**config.mk**
```make
export PLATFORM = sky130hd
export DESIGN_NAME = face_box_ctrl
export DESIGN_NICKNAME = d
export VERILOG_FILES = /design/src/rtl/face_box_ctrl.sv
export SDC_FILE = /design/constraint.sdc
export NUM_CORES = 1
export LEC_CHECK = 0
export ABC_AREA = 1
export BUFFER_PORTS_ARGS = -buffer_cell sky130_fd_sc_hd__buf_4
export CAP_MARGIN = 15
export CORE_MARGIN = 1
export CORE_UTILIZATION = 30
export CTS_CLUSTER_DIAMETER = 200
export CTS_CLUSTER_SIZE = 24
export DETAILED_ROUTE_END_ITERATION = 10
export SETUP_SLACK_MARGIN = 0.2
export SYNTH_ARGS = -nofsm -noshare
export SYNTH_HDL_FRONTEND = slang
export SYNTH_SLANG_ARGS = --single-unit
export TNS_END_PERCENT = 50
```
**constraint.sdc**
```tcl
create_clock -name clk -period 5.4 [get_ports clk]
set_input_delay 0.27 -clock clk [delete_from_list [all_inputs] [get_ports clk]]
set_output_delay 0.27 -clock clk [all_outputs]
set_load 0.02 [all_outputs]
```
**src/rtl/face_box_ctrl.sv**
```systemverilog
// Frame-level controller for the face bounding-box detector: frame tracking,
// per-frame statistics clear, end-of-frame box validation/debounce and LCD border overlay.
module face_box_ctrl #(
    parameter int IMG_W       = 640,
    parameter int IMG_H       = 480,
    parameter int MIN_SIZE    = 16,
    parameter int LOST_FRAMES = 4,
    parameter int LINE_W      = 2
) (
    input  logic       clk,
    input  logic       rst_n,
    input  logic       enable,
    input  logic       per_frame_vsync,
    input  logic       per_frame_href,
    input  logic [9:0] det_x_min,
    input  logic [9:0] det_x_max,
    input  logic [9:0] det_y_min,
    input  logic [9:0] det_y_max,
    input  logic [9:0] lcd_x,
    input  logic [9:0] lcd_y,
    output logic       stat_clear,
    output logic [9:0] box_x_min,
    output logic [9:0] box_x_max,
    output logic [9:0] box_y_min,
    output logic [9:0] box_y_max,
    output logic       box_valid,
    output logic       frame_done,
    output logic       frame_err,
    output logic       box_hit
);

    if (IMG_W < 1 || IMG_W > 1024 || IMG_H < 1 || IMG_H > 1023 ||
        LOST_FRAMES < 1 || LOST_FRAMES > 15 || LINE_W < 1 || LINE_W > 1023 ||
        MIN_SIZE < 0 || MIN_SIZE > 1024) begin : g_param_check
        $error("face_box_ctrl: parameter out of range");
    end

    localparam logic [9:0]  IMG_H_L = 10'(IMG_H);
    localparam logic [10:0] MIN_L   = 11'(MIN_SIZE);
    localparam logic [3:0]  LOST_L  = 4'(LOST_FRAMES);
    localparam logic [10:0] LW_L    = 11'(LINE_W);

    typedef enum logic [2:0] {
        IDLE,
        WAIT_SOF,
        ACTIVE,
        SETTLE1,
        SETTLE2,
        EVAL
    } state_t;

    state_t     state_q, state_d;
    logic       vs_q, hs_q;
    logic [9:0] line_q, line_d;
    logic [3:0] miss_q, miss_d;
    logic       stat_clear_q, stat_clear_d;
    logic [9:0] bx0_q, bx0_d, bx1_q, bx1_d, by0_q, by0_d, by1_q, by1_d;
    logic       valid_q, valid_d;
    logic       done_q, done_d;
    logic       err_q, err_d;
    logic       hit_q, hit_d;

    logic        sof, eof, href_fall;
    logic        order_ok, size_ok;
    logic [10:0] width, height;
    logic [3:0]  miss_inc;

    assign sof       = per_frame_vsync & ~vs_q;
    assign eof       = ~per_frame_vsync & vs_q;
    assign href_fall = ~per_frame_href & hs_q;

    // Size is only meaningful once both axes are ordered, so it is gated by order_ok.
    assign order_ok = (det_x_max >= det_x_min) && (det_y_max >= det_y_min);
    assign width    = {1'b0, det_x_max} - {1'b0, det_x_min} + 11'd1;
    assign height   = {1'b0, det_y_max} - {1'b0, det_y_min} + 11'd1;
    assign size_ok  = order_ok && (width >= MIN_L) && (height >= MIN_L);
    assign miss_inc = (miss_q == 4'hF) ? miss_q : miss_q + 4'd1;

    always_comb begin
        state_d      = state_q;
        line_d       = line_q;
        miss_d       = miss_q;
        stat_clear_d = 1'b0;
        bx0_d        = bx0_q;
        bx1_d        = bx1_q;
        by0_d        = by0_q;
        by1_d        = by1_q;
        valid_d      = valid_q;
        done_d       = 1'b0;
        err_d        = 1'b0;
        if (!enable) begin
            state_d = IDLE;
            line_d  = 10'd0;
            miss_d  = 4'd0;
            valid_d = 1'b0;
        end else begin
            case (state_q)
                IDLE: state_d = WAIT_SOF;
                WAIT_SOF: begin
                    if (sof) begin
                        state_d      = ACTIVE;
                        stat_clear_d = 1'b1;
                        line_d       = 10'd0;
                    end
                end
                ACTIVE: begin
                    if (href_fall && (line_q != 10'h3FF)) begin
                        line_d = line_q + 10'd1;
                    end
                    if (eof) begin
                        state_d = SETTLE1;
                    end
                end
                SETTLE1: state_d = SETTLE2;
                SETTLE2: state_d = EVAL;
                EVAL: begin
                    state_d = WAIT_SOF;
                    if (line_q != IMG_H_L) begin
                        err_d = 1'b1;
                    end else if (size_ok) begin
                        bx0_d   = det_x_min;
                        bx1_d   = det_x_max;
                        by0_d   = det_y_min;
                        by1_d   = det_y_max;
                        valid_d = 1'b1;
                        miss_d  = 4'd0;
                        done_d  = 1'b1;
                    end else begin
                        miss_d = miss_inc;
                        if (miss_inc >= LOST_L) begin
                            valid_d = 1'b0;
                        end
                        done_d = 1'b1;
                    end
                end
                default: state_d = IDLE;
            endcase
        end
    end

    // Border test in 11 bits; "x > max - LINE_W" is written as "x + LINE_W > max" to avoid wrap.
    logic [10:0] lx, ly;
    logic        in_x, in_y, edge_x, edge_y;

    assign lx     = {1'b0, lcd_x};
    assign ly     = {1'b0, lcd_y};
    assign in_x   = (lx >= {1'b0, bx0_q}) && (lx <= {1'b0, bx1_q});
    assign in_y   = (ly >= {1'b0, by0_q}) && (ly <= {1'b0, by1_q});
    assign edge_x = (lx < ({1'b0, bx0_q} + LW_L)) || ((lx + LW_L) > {1'b0, bx1_q});
    assign edge_y = (ly < ({1'b0, by0_q} + LW_L)) || ((ly + LW_L) > {1'b0, by1_q});
    assign hit_d  = valid_q & in_x & in_y & (edge_x | edge_y);

    always_ff @(posedge clk or negedge rst_n) begin
        if (!rst_n) begin
            state_q      <= IDLE;
            vs_q         <= 1'b0;
            hs_q         <= 1'b0;
            line_q       <= 10'd0;
            miss_q       <= 4'd0;
            stat_clear_q <= 1'b0;
            bx0_q        <= 10'd0;
            bx1_q        <= 10'd0;
            by0_q        <= 10'd0;
            by1_q        <= 10'd0;
            valid_q      <= 1'b0;
            done_q       <= 1'b0;
            err_q        <= 1'b0;
            hit_q        <= 1'b0;
        end else begin
            state_q      <= state_d;
            vs_q         <= per_frame_vsync;
            hs_q         <= per_frame_href;
            line_q       <= line_d;
            miss_q       <= miss_d;
            stat_clear_q <= stat_clear_d;
            bx0_q        <= bx0_d;
            bx1_q        <= bx1_d;
            by0_q        <= by0_d;
            by1_q        <= by1_d;
            valid_q      <= valid_d;
            done_q       <= done_d;
            err_q        <= err_d;
            hit_q        <= hit_d;
        end
    end

    assign stat_clear = stat_clear_q;
    assign box_x_min  = bx0_q;
    assign box_x_max  = bx1_q;
    assign box_y_min  = by0_q;
    assign box_y_max  = by1_q;
    assign box_valid  = valid_q;
    assign frame_done = done_q;
    assign frame_err  = err_q;
    assign box_hit    = hit_q;

endmodule
```
# Word level (Yosys, flattened, before mapping)

Index checks and enable logic that the tools add are counted.

Register bits: 64
Input bits: 65
Output and inout bits: 45
Word-level logic and storage cells: 105

$add $sub $neg: 10
Order comparisons: 13
Equal/unequal tests: 15
Mux-type cells: 27
Bitwise gates (word level): 11
Reductions and logical operators: 15

Operators by type and width:

| operator                                                            | count |
|---|---|
| adder 10 x 2 -> 11 bit (second input constant)                      | 4 |
| greater-or-equal comparator 10 bit                                  | 4 |
| 2-to-1 mux 10 bit                                                   | 3 |
| adder 11 x 1 -> 11 bit (second input constant)                      | 2 |
| greater-or-equal comparator 11 x 5 -> 1 bit (second input constant) | 2 |
| greater-than comparator 11 x 10 -> 1 bit                            | 2 |
| < comparator 10 x 11 -> 1 bit                                       | 2 |
| subtractor 10 x 10 -> 11 bit                                        | 2 |
| less-or-equal comparator 10 bit                                     | 2 |
| 2-to-1 mux 4 bit                                                    | 5 |
| case mux 10 bit (2 select lines)                                    | 1 |
| case mux 3 bit (5 select lines)                                     | 1 |
| 2-to-1 mux 1 bit                                                    | 14 |
| adder 10 x 1 -> 10 bit (second input constant)                      | 1 |
| != test 10 bit (second input constant)                              | 1 |
| != test 10 x 9 -> 1 bit (second input constant)                     | 1 |
| 2-to-1 mux 3 bit                                                    | 3 |
| != test 3 bit (second input constant)                               | 3 |
| bitwise AND 1 bit                                                   | 6 |
| equality test 3 x 2 -> 1 bit (second input constant)                | 2 |
| equality test 3 bit (second input constant)                         | 2 |
| logical AND 1 bit                                                   | 6 |
| != test 3 x 1 -> 1 bit (second input constant)                      | 2 |
| AND reduction 3 bit                                                 | 2 |
| 13 further kinds                                                    | 18 |

# Logic depth before layout (Yosys ltp)

Depth in word-level cells: 9
Gate-level depth with buffers: 21
Depth with buffers taken out: 20

# Worst setup path before layout

OpenSTA, ideal clock, no wires.

Path kind: input -> register
From: input port det_y_min[1]
To: register bx0_q[3] (netlist: box_x_min[3])
Data arrival time: 2.307 ns
Setup slack: 2.976 ns
Stages on the path: 17
Path buffers: 1
Path through: inv_1 > ha_1 > inv_1 > ha_1 > inv_1 > fa_1 > nand3b_1 > nand2_1 > xor2_1 > nand2_1 > nor2_1 > nand2_1 > nor2_1 > nand2_2 > buf_2 > nand4_1 > nand2_1

Cells in the longest elaborated chain, start to end: 5

Ends and longest elaborated chain:

| element                                                                            | RTL line | text |
|---|---|---|
| from (decl)                                                                        | 17       | `input logic [9:0] det_y_min,` |
| subtractor 10 x 10 -> 11 bit or greater-or-equal comparator 10 bit (tied branches) | 75, 73   |  |
| adder 11 x 1 -> 11 bit or logical AND 1 bit (tied branches)                        | 75, 73   |  |
| greater-or-equal comparator 11 x 5 -> 1 bit or logical AND 1 bit (tied branches)   | 76       | `assign size_ok = order_ok && (width >= MIN_L) && (height >= MIN_L);` |
| logical AND 1 bit *                                                                | 76       |  |
| AND reduction 4 bit (no source line) *                                             | n/a      |  |
| to (signal assigned)                                                               | 161      | `bx0_q <= 10'd0;` |
| to (signal assigned)                                                               | 176      | `bx0_q <= bx0_d;` |
| to (decl)                                                                          | 57       | `logic [9:0] bx0_q, bx0_d, bx1_q, bx1_d, by0_q, by0_d, by1_q, by1_d;` |

Mark *: on every way between the ends. The rest lies on a longest branch, timed or not.
A chain may end at the register's enable or synchronous reset.

# Final worst setup path

From: input port det_x_min[1]
To: register by0_q[3] (netlist: box_y_min[3])

Cells in the longest elaborated chain, start to end: 6

Ends and longest elaborated chain:

| element                                     | RTL line | text |
|---|---|---|
| from (decl)                                 | 15       | `input logic [9:0] det_x_min,` |
| subtractor 10 x 10 -> 11 bit                | 74       | `assign width = {1'b0, det_x_max} - {1'b0, det_x_min} + 11'd1;` |
| adder 11 x 1 -> 11 bit                      | 74       |  |
| greater-or-equal comparator 11 x 5 -> 1 bit | 76       |  |
| logical AND 1 bit * (2 in a row)            | 76       |  |
| AND reduction 4 bit (no source line) *      | n/a      |  |
| to (signal assigned)                        | 178      | `by0_q <= by0_d;` |
| to (decl)                                   | 57       |  |

Marks and branches as above.

==> qor.txt <==
Final Skew: 8.59 ps
Clock insertion delay at the later pin of the skew report: 340 ps
Routed Antenna Nets: 0
Max Fclk: 295 MHz
Average vias per placed instance: 4.68
# nets final: 1286
Post-Route WL: 18400 µm
CP max stage delay: 660 ps
Die height: 155 µm
Io pins: 110
DRC: 0
Largest net degree at the start of global routing: 65
Post-CTS Setup Bufs: 0
Type of origin of the critical path: input port
Worst relative slew slack: 42.4%
Final Hold Viols: 0
Unrepaired setup endpoints after global routing: no
Register bit total from synthesis: 64
HP Class: input port to asynchronous set/reset pin
Final setup vio count: 0
Crit Path Category: input port to flop
CP most frequent cell: nand2_1
FILL cells: 2431
Die area: 24100 µm²
Cts-stage hold buffer count: 0
Cell with the most instances after synthesis: nand2_1
Leak Pwr: 4.42 nW
Min cycle time layout: 3390 ps
Gates resized, CTS repair: 0
Asr flop ratio synth: 100%
Initial antenna violation count: 0
Post-synth top cells: nand2_1 (251), inv_1 (166), ha_1 (125)
Yosys warning total: 0
Top-area cell type share of the netlist area: 22.8%
DRT iter0 DRCs: 356
Setup TNS Final: 0 ps
Max cap viols: 0
Buf/Inv on CP: 6
CP max FO: 43
H-tree levels: 3
Pwr dens: 209 nW/µm²
Worst EP required: 5620 ps
CTS tree: yes
Slew Viols, Final: 0
Ratio of cells with drive above 1 in the final layout: 12.4%
Syn avg cell area: 7.16 µm²
First-pass GRT wire length: 30900 µm
Die width: 155 µm
Seq. cell area: 1600 µm²
Global route overflow: 0
Post-synthesis sequential area ratio: 22.8%
Critical path cell sequence: buf_4, inv_1, ha_1, inv_1, ha_1, inv_1, fa_1, inv_1, nand2_1, nand2_1, nand3_1, nand2_1, nand2_1, nand2_1, inv_1, nand2_1, nor2_1, nor2_4, nand3_4, nand2_1, nand2_1
Cell taking the most area after synthesis: dfrtp_1
Area Growth Syn to Fin: 20.5%
Core ar.: 22800 µm²
CTS max path bufs: 2
Final RePlAce weighted congestion: 0.849
Top delay family on crit path: simple AND/OR/NAND/NOR gates
Starting Density: 30.9%
Synth Instances: 982
Num rows: 55
# diodes: 0
Clock transition at the registers of the reported paths: 60 ps
Final core occ: 37.2%
WL/cell: 13.1 µm
Root buf cell: clkbuf_16
Via count: 6575
Detailed placement HPWL: 15600 µm
Period Utilization, post-route: 62.7%
Post-synthesis cell area: 7030 µm²
Top FF cell, synth: dfrtp_1
Slew of the pin with the lowest slew margin: 861 ps
Peak VDD IR: 0.127 mV
Number of flops mapped to enable cells by yosys: 0
Netlist cell types: 36
Clock sink total: 64
Status: finished clean
Post-synth net total: 1182
Worst EP arrival: 3600 ps
Critical Path End Type: flop
Vias in the first global route: 6396
DR pass1 iterations: 4
Total CTS buffers: 9
Critical Path Slowest Stage Cell: nor2_4
Total track usage: 16.1%
Multi-input gate area: 4680 µm²
Top post-synthesis cells by area: dfrtp_1 (23%), ha_1 (22%), nand2_1 (13%), inv_1 (8.9%), nand4_1 (4.9%)
Buffers added on ports: 109
[worst register-to-register path, stage by stage, from the launching register on]
cell and delay (ps):
dfrtp_1 400, inv_1 120, ha_1 160, inv_1 50, nor3_1 130, nand4_1 210, nor3_4 690, nand3_4 550
nand2_1 220, nand2_1 60
[registers in the layout, summed over array words and instances (netlist names)]
| name | cells |
|---|---|
| frame_err | 1 |
| state_q | 3 |
| vs_q | 1 |
| box_hit | 1 |
| box_x_min | 10 |
| hs_q | 1 |
| box_y_max | 10 |
| line_q | 10 |
| box_y_min | 10 |
| stat_clear | 1 |
| frame_done | 1 |
| miss_q | 4 |
| box_x_max | 10 |
| box_valid | 1 |
[area by class of cell]
type	instances	area share, %
sequential	64	18.9
tap	313	4.62
multi-input combinational	732	55.3
timing repair buffer	110	9.75
inverter	169	7.49
clock buffer	10	2.70
clock inverter	6	1.27
[cell families (layout without fill, tap and decap cells)]
kind of cell | Yosys count | in the layout | share of synthesized area [%]
simple gates | 470 | 470 | 29.5
buf+inv | 186 | 295 | 10.6
xor+xnor | 32 | 32 | 3.99
flops | 64 | 64 | 22.8
compound gates | 95 | 95 | 8.06
fa+ha+maj | 135 | 135 | 25.1
[cells in the final DEF (no fill, tap or decap), types with 10 or more instances in the layout]
| master | Yosys | routed |
|---|---|---|
| a21oi_1 | 44 | 44 |
| buf_4 | 1 | 110 |
| dfrtp_1 | 64 | 64 |
| fa_1 | 10 | 10 |
| ha_1 | 125 | 125 |
| inv_1 | 166 | 166 |
| nand2_1 | 251 | 251 |
| nand3_1 | 53 | 53 |
| nand4_1 | 55 | 55 |
| nor2_1 | 74 | 74 |
| nor3_1 | 19 | 19 |
| o211ai_1 | 10 | 10 |
| o21ai_0 | 17 | 17 |
| xor2_1 | 27 | 27 |
[power breakdown]
part           internal [W]  leakage [nW]  switching [W]
logic              0.000215          3.38       0.000352
registers          0.000506         0.878      0.0000297
clock network      0.000449         0.162       0.000216
[routing by layer]
layer / global-route usage, % / part of all wire (%) / vias to the layer above
met1: 21.1 / 48 / 3023
met2: 27.5 / 47 / 94
met3: 2.28 / 3.4 / 18
li1: - / - / 3440
met5: 0 / 0 / -
met4: 4.67 / 1.4 / 0
[through the flow]
| stage | setup slack [ps] | area [µm²] | std cells | total power [W] | hold slack, ps |
|---|---|---|---|---|---|
| floorplan | 2980 | 7030 | 982 | 0.000926 | -25.6 |
| global placement | 1750 | 8140 | 1388 | 0.00110 | 390 |
| detailed placement | 1640 | 8140 | 1388 | 0.00111 | 392 |
| CTS | 2000 | 8470 | 1404 | 0.00178 | 41.7 |
| global route | 1550 | 8470 | 1404 | 0.00189 | 43.8 |
| finish | 2010 | 8470 | 1404 | 0.00177 | 29.3 |
[path summary, 6_finish.rpt]
check,cells after the start,from,endpoint,slack (ps)
max,21,det_x_min[1],box_y_min[3],2010
min,1,rst_n,state_q[2],30
max reg2reg,9,line_q[0],box_y_min[3],2690
min reg2reg,2,miss_q[3],miss_q[3],490
max in group asynchronous,1,rst_n,box_x_max[5],4820
min in group clk,1,per_frame_href,hs_q,50
Power figures use the tool's default switching activity.
